===== config.mk =====
export PLATFORM = sky130hd
export DESIGN_NAME = turn_scheduler
export DESIGN_NICKNAME = d
export VERILOG_FILES = /design/src/rtl/turn_pkg.sv /design/src/rtl/tick_prescaler.sv /design/src/rtl/turn_scheduler.sv
export SDC_FILE = /design/constraint.sdc
export NUM_CORES = 1
export LEC_CHECK = 0
export ABC_AREA = 0
export CORE_ASPECT_RATIO = 0.75
export CORE_MARGIN = 5
export CORE_UTILIZATION = 26
export CTS_CLUSTER_DIAMETER = 120
export CTS_CLUSTER_SIZE = 28
export DETAILED_ROUTE_END_ITERATION = 16
export SETUP_SLACK_MARGIN = 0.05
export SLEW_MARGIN = 30
export SYNTH_ARGS = -nofsm -noshare
export SYNTH_HDL_FRONTEND = slang
export SYNTH_SLANG_ARGS = --single-unit

===== constraint.sdc =====
create_clock -name clk -period 2.5 [get_ports clk]
set_input_delay 0.5 -clock clk [delete_from_list [all_inputs] [get_ports clk]]
set_output_delay 0.5 -clock clk [all_outputs]
set_load 0.01 [all_outputs]

===== src/rtl/turn_pkg.sv =====
// Shared types and constants for the two-player turn scheduler.
package turn_pkg;

    typedef enum logic [1:0] {
        IDLE = 2'b00,
        LOAD = 2'b01,
        RUN  = 2'b10,
        SWAP = 2'b11
    } sched_state_t;

    localparam logic P_J1  = 1'b0;
    localparam logic P_J2  = 1'b1;
    localparam int   SEC_W = 6;

endpackage


===== src/rtl/tick_prescaler.sv =====
// Divides clk down to a one-cycle tick every TICKS_PER_SEC enabled cycles.
module tick_prescaler #(
    parameter int TICKS_PER_SEC = 50000000
) (
    input  logic clk,
    input  logic rst,
    input  logic clear,
    input  logic en,
    output logic tick
);

    localparam int               CNT_W = $clog2(TICKS_PER_SEC);
    localparam logic [CNT_W-1:0] LAST  = CNT_W'(TICKS_PER_SEC - 1);

    logic [CNT_W-1:0] cnt;

    // clear dominates so a pending wrap can never leak out as a tick
    assign tick = en && !clear && (cnt == LAST);

    always_ff @(posedge clk or negedge rst) begin
        if (!rst) begin
            cnt <= '0;
        end else if (clear) begin
            cnt <= '0;
        end else if (en) begin
            cnt <= (cnt == LAST) ? '0 : cnt + 1'b1;
        end
    end

endmodule


===== src/rtl/turn_scheduler.sv =====
// Alternates turns between two players with a per-turn seconds countdown.
module turn_scheduler
    import turn_pkg::*;
#(
    parameter int TICKS_PER_SEC = 50000000,
    parameter int TURN_SECONDS  = 15
) (
    input  logic             clk,
    input  logic             rst,
    input  logic             start,
    input  logic             first_player,
    input  logic             move_done,
    input  logic             pause,
    input  logic             game_over,
    output logic             turn,
    output logic [SEC_W-1:0] sec_left,
    output logic             finished,
    output logic             swap,
    output logic [1:0]       sched_state
);

    localparam logic [SEC_W-1:0] SEC_LOAD = SEC_W'(TURN_SECONDS);

    sched_state_t     state, state_nx;
    logic             turn_nx, finished_nx, swap_nx;
    logic [SEC_W-1:0] sec_nx;
    logic             pre_clear, pre_en, tick;

    assign pre_clear   = game_over || (state != RUN);
    assign pre_en      = (state == RUN) && !pause;
    assign sched_state = state;

    tick_prescaler #(
        .TICKS_PER_SEC(TICKS_PER_SEC)
    ) u_prescaler (
        .clk  (clk),
        .rst  (rst),
        .clear(pre_clear),
        .en   (pre_en),
        .tick (tick)
    );

    // swap is raised on the edge leaving SWAP, so it always trails finished
    always_comb begin
        state_nx    = state;
        turn_nx     = turn;
        sec_nx      = sec_left;
        finished_nx = 1'b0;
        swap_nx     = 1'b0;
        if (game_over) begin
            state_nx = IDLE;
            sec_nx   = '0;
        end else begin
            case (state)
                IDLE: begin
                    sec_nx = '0;
                    if (start) begin
                        turn_nx  = first_player;
                        state_nx = LOAD;
                    end
                end
                LOAD: begin
                    sec_nx   = SEC_LOAD;
                    state_nx = RUN;
                end
                RUN: begin
                    if (!pause) begin
                        // a move on the final-tick cycle wins over the timeout
                        if (move_done) begin
                            state_nx = SWAP;
                        end else if (tick && (sec_left != '0)) begin
                            sec_nx = sec_left - 1'b1;
                            if (sec_left == SEC_W'(1)) begin
                                finished_nx = 1'b1;
                                state_nx    = SWAP;
                            end
                        end
                    end
                end
                SWAP: begin
                    swap_nx  = 1'b1;
                    turn_nx  = ~turn;
                    state_nx = LOAD;
                end
                default: begin
                    state_nx = IDLE;
                    sec_nx   = '0;
                end
            endcase
        end
    end

    always_ff @(posedge clk or negedge rst) begin
        if (!rst) begin
            state <= IDLE;
        end else begin
            state <= state_nx;
        end
    end

    always_ff @(posedge clk or negedge rst) begin
        if (!rst) begin
            turn     <= P_J1;
            sec_left <= '0;
            finished <= 1'b0;
            swap     <= 1'b0;
        end else begin
            turn     <= turn_nx;
            sec_left <= sec_nx;
            finished <= finished_nx;
            swap     <= swap_nx;
        end
    end

endmodule


==> metrics, run 1 <==
DR iter-0 viols=188; Critical Path RT=2.66 ns; Clock H-tree levels=2; largest net degree at the start of global routing=38; routing usage on met1=0.175; Static Leak=0.00116 µW; hold crit path type=in2async; Post-Synthesis Cells=257; PwrDens=722 nW/µm²; clock root cell=clkbuf_16; Top FF cell, synth=dfrtp_1; Pre-Repair DR Iteration Count=4; clock share of power=0.303; CTS Hold Bufs=0; CTS max path bufs=2; diodes inserted=0; Slew @ Worst Pin=0.565 ns; crit path launch=u_prescaler.cnt[7]; Comb power frac=0.342; Slowest cell on crit path=or4b_4; Final period util=0.929; Worst path max stage delay=0.59 ns; register area share after synthesis=0.402; Placed Cells incl. Taps=388; Critical Path AT=2.48 ns; TNS Setup=0 ns; fmax=431 MHz; # fillers=885; Ys Warns=0; most common cell after layout, fill and taps aside=dfrtp_1; vias in the first global route=2056; Total GRT Usage=0.116; Rows=29; Critical Path Source Type=flip-flop; Die ar.=10900 µm²; sw power=675 µW; clk_lat worst skew=0.28 ns; crit-path max FO=6; R2R Path Start=u_prescaler.cnt[7]; Sw Share=0.331; Post-CTS Setup Bufs=0; Die Y=91.5 µm; Yosys cell types=51; GRT overflow=0; IO Pins=18; DRC Markers=0; min Tclk post-route=2.32 ns; Buf+Inv Stages, Crit Path=0; slew margin rel.=0.618; initial antenna violation count=0; WL/cell=15.1 µm; Reg power frac=0.355; ratio of cells with drive above 1 in the final layout=0.125; first-pass GRT wire length=10.3 mm; Fin. Hold Viols=0; core area=8560 µm²; Starting Density=0.269; Reg clk slew, reported paths=0.05 ns; CP Class=reg2reg; number of synthesized flops with an enable pin=0; via count=2083; CP Cell Sequence=or4b_4 -> or4_4 -> nor3_2 -> o31a_2 -> mux2_1; Internal=1360 µW; CP top delay family=simple AND/OR/NAND/NOR gates; Final Util=0.330; share of flip-flops with an asynchronous set or reset=1.00; clk sinks=37; design area=2820 µm²; Synth Net Count=272; status=completed; Resize count post-CTS=0; Setup-failing EPs final=0; Area Growth Syn to Fin=22.5%; GR Util met3=0.0267; I/O Buffers=17; DP Worst Slack=-0.00686 ns; Mapped Area=2300 µm²; Final ANT Viol Nets=0; Finished Layout Cells=395; busiest grt layer=met1; WL final=5.95 mm; Slew Limit Fails=0; Yosys reg bits=37; Global Route met2 Usage=0.162; GP Congestion=0.873; CTS tree=built; # Max-Cap Violations=0; most frequent cells in the layout=37 x dfrtp_1, 29 x nor2_1, 19 x nand4_1; min setup slack post-route=0.178 ns; DP HPWL=4.46 mm; Max IR drop VDD=0.259 mV; Final Net Count=302; RSZ-0062 raised after global routing=no; synthesized area per cell=8.96 µm²; crit end category=flip-flop; Vias/cell=5.27; clk_skew=0.00424 ns; area post-placement=2680 µm²; Chip Width=119 µm; total CTS buffers=5
==> per-stage QoR <==
step / total power (µW) / hold WS [ns]
global route: 2180 / 0.241
floorplan: 1130 / 0.204
CTS: 2060 / 0.372
finish: 2040 / 0.194
global placement: 1420 / 0.515
detailed placement: 1430 / 0.533
==> worst reg2reg max path, stage by stage (launching register included) <==
cell and delay (ns):
dfrtp_1 0.46, or4b_4 0.59, or4_4 0.48, nor3_2 0.19
o31a_2 0.16, mux2_1 0.33
==> worst paths after layout <==
kind | end | slack [ns] | cells past startpoint
hold / removal | turn | 0.19 | 1
setup / recovery | sched_state[1] | 0.18 | 5
setup reg to reg | sched_state[1] | 0.18 | 5
min in group clk | u_prescaler.cnt[24] | 0.55 | 1
hold reg to reg | u_prescaler.cnt[24] | 0.55 | 1
max in group asynchronous | u_prescaler.cnt[8] | 1.97 | 1
==> final cells by class <==
type,instances,area [µm²],share of cell area
inverters,9,33.8,0.0120
multi-input cells,202,1310,0.462
clock buffers,7,143,0.0505
repair buffers,32,280,0.0993
flip-flops and latches,37,926,0.328
well taps,108,135,0.0479
==> logic make-up (layout without fill, tap and decap cells) <==
| logic type | Yosys count | in the layout | synth area share |
|---|---|---|---|
| AO/OA/AOI/OAI | 52 | 52 | 0.146 |
| XOR/XNOR | 13 | 13 | 0.0494 |
| adder cells (fa/ha/maj) | 8 | 8 | 0.0435 |
| buffers and inverters | 18 | 48 | 0.0315 |
| flip-flops | 37 | 37 | 0.402 |
| multiplexers | 4 | 4 | 0.0190 |
| AND/OR/NAND/NOR | 125 | 125 | 0.309 |
==> flip-flops by register name, summed over array words and instances (netlist names) <==
register and cells:
swap 1, sched_state 2, turn 1, u_prescaler.cnt 26, sec_left 6, finished 1
==> Yosys cell counts (2+ instances only) <==
cell type,count,area (µm²)
xnor2_1,8,70.1
xor2_1,5,43.8
nor2b_1,6,37.5
a22o_1,3,26.3
nand4_1,19,119
clkbuf_1,5,18.8
inv_1,9,33.8
o211ai_1,2,15.0
nand2_1,18,67.6
a21o_1,4,30.0
dfrtp_1,37,926
ha_1,8,100
or4_1,3,22.5
buf_2,4,20.0
a21oi_1,14,70.1
nor4_1,7,43.8
and4_1,4,35.0
a31oi_1,4,25.0
nor3_1,9,45.0
nor2_1,29,109
o21ai_0,13,65.1
nand3_1,7,35.0
or3_1,2,12.5
mux2_1,2,22.5
o31a_2,2,20.0
o21a_1,2,15.0
and3_1,7,43.8
==> power by group through the flow <==
stage / Combinational (µW) / Sequential (µW) / Clock (µW)
after floorplan: 390 / 744 / 0
after global placement: 688 / 731 / 0
after detailed placement: 699 / 733 / 0
after CTS: 700 / 724 / 634
after global routing: 791 / 734 / 660
final: 697 / 723 / 617
==> layer usage <==
| metal | vias up | wire length, µm |
|---|---|---|
| met4 | 0 | 65 |
| met1 | 1014 | 3050 |
| met3 | 6 | 417 |
| li1 | 1003 | - |
| met5 | - | 0 |
| met2 | 60 | 2420 |
Power figures use the tool's default switching activity.
==> run 2, diff against run 1 <==
Settings changed: CORE_MARGIN 5 to unset.
==> run 2 against run 1 <==
Net effect: final cell count increased by 0.51%; routed wire length down 1.7%; fmax rose by 1.1%; setup slack improved by 0.025 ns; sequential power hardly changed; largest power group unchanged.
==> metrics, run 2 (synthesized netlist as in run 1, its figures left out) <==
Total GRT Usage=0.135 (+0.0196); I/O Buffers=17 (unchanged); design area=2830 µm² (+0.27%); Critical Path AT=2.48 ns (about the same); via count=2086 (+0.14%); Final period util=0.919 (-0.0102); Reg clk slew, reported paths=0.06 ns (about the same); ratio of cells with drive above 1 in the final layout=0.135 (+0.00951); Starting Density=0.270 (+0.00114); Pre-Repair DR Iteration Count=5 (+1); # fillers=853 (-3.6%); Final ANT Viol Nets=0 (unchanged); largest reg by FF count=u_prescaler.cnt; Area Growth Syn to Fin=22.9%; largest net degree at the start of global routing=38 (unchanged); CP Class=reg2reg; CTS max path bufs=2 (unchanged); Max IR drop VDD=0.380 mV (+47%); CTS tree=built; hold crit path type=in2async; Critical Path RT=2.68 ns (+0.02 ns); first-pass GRT wire length=9.89 mm (-3.5%); fmax=435 MHz (+1.1%); PwrDens=716 nW/µm² (-0.73%); most frequent cells in the layout=37 x dfrtp_1, 29 x nor2_1, 19 x nand4_1; max FFs per register=26 (unchanged); Final Net Count=303 (+0.33%); routing usage on met1=0.207 (+0.0318); status=completed; WL/cell=14.7 µm (-2.2%); initial antenna violation count=0 (unchanged); Die Y=83.5 µm (-8.7%); clk_lat worst skew=0.29 ns (about the same); Fin. Hold Viols=0 (unchanged); Setup-failing EPs final=0 (unchanged); Die ar.=9240 µm² (-15%); DRC Markers=0 (unchanged); area post-placement=2690 µm² (+0.28%); crit-path max FO=5 (-1); Vias/cell=5.25 (-0.36%); Static Leak=0.00117 µW (+0.56%); GRT overflow=0 (unchanged); clk sinks=37 (unchanged); TNS Setup=0 ns (unchanged); Slew @ Worst Pin=0.547 ns (-0.0178 ns); Slew Limit Fails=0 (unchanged); slew margin rel.=0.630 (+0.0120); Global Route met2 Usage=0.181 (+0.0185); busiest grt layer=met1; Critical Path Source Type=flip-flop; Clock H-tree levels=2 (unchanged); Fin Hold WS=0.168 ns (-0.0258 ns); DP HPWL=4.26 mm (-4.4%); Resize count post-CTS=0 (unchanged); diodes inserted=0 (unchanged); min Tclk post-route=2.30 ns (-0.0254 ns); CTS Hold Bufs=0 (unchanged); Rows=29 (unchanged); GR Util met3=0.0428 (+0.0161); clock root cell=clkbuf_16; RSZ-0062 raised after global routing=no; total CTS buffers=5 (unchanged); WL final=5.85 mm (-1.7%); DR iter-0 viols=146 (-22%); core area=8530 µm² (-0.42%); clk_skew=0.00545 ns (+0.00121 ns); GP Congestion=0.819 (-6.2%); vias in the first global route=1926 (-6.3%); # Max-Cap Violations=0 (unchanged); Post-CTS Setup Bufs=0 (unchanged); crit end category=flip-flop; Chip Width=111 µm (-6.7%); IO Pins=18 (unchanged); most common cell after layout, fill and taps aside=dfrtp_1
==> run 2: cell types whose count changed in the layout (fill, tap and decap cells not counted) <==
cell / change
clkinv_2: +2
buf_4: +1
clkinvlp_4: +1
clkbuf_8: -1
clkbuf_1: -1
==> run 2: layer usage <==
layer / vias up / wire length (µm)
li1: 1015 / -
met1: 1006 / 3120
met2: 60 / 2330
met3: 5 / 344
met4: 0 / 53
met5: - / 0
==> run 2: path summary, 6_finish.rpt <==
path                                          start                  end  slack [ns]  cells after the start
max in group asynchronous                       rst          sec_left[3]        1.99                      1
worst min-delay path                            rst                 turn        0.17                      1
worst min register to register  u_prescaler.cnt[25]  u_prescaler.cnt[25]        0.55                      2
worst max register to register       sched_state[0]  u_prescaler.cnt[15]        0.20                      8
min in group clk                u_prescaler.cnt[25]  u_prescaler.cnt[25]        0.55                      2
worst max-delay path                 sched_state[0]  u_prescaler.cnt[15]        0.20                      8
==> run 2: metrics by stage <==
step	worst slack, ns	total power (µW)	utilization	std cells
CTS	0.212	2030	0.332	397
global placement	0.0179	1400	0.315	389
detailed placement	-0.0363	1410	0.315	389
finish	0.203	2030	0.332	397
global route	0.114	2160	0.332	397
floorplan	0.163	1130	-	257
==> run 2: cell type report <==
cell class                 instances  area [µm²]  area share
clock buffer                       5         125      0.0442
clock inverter                     3        17.5     0.00619
inverter                           9        33.8      0.0119
multi-input combinational        202        1310       0.461
sequential                        37         926       0.327
tap                              108         135      0.0477
timing repair buffer              33         288       0.102
==> run 2: worst max-delay path, stage by stage, from the launching register on <==
cell and delay (ns):
dfrtp_1 0.42, inv_1 0.09, ha_1 0.22, and3b_1 0.19, or4_1 0.60, buf_4 0.18
nor2_1 0.18, a21oi_1 0.11, a21o_1 0.20
==> run 2: report_power, final <==
| group | switching, µW | total (µW) | internal (µW) |
|---|---|---|---|
| sequential | 71.9 | 726 | 654 |
| clock | 257 | 623 | 366 |
| combinational | 377 | 679 | 302 |
| total | 706 | 2030 | 1320 |
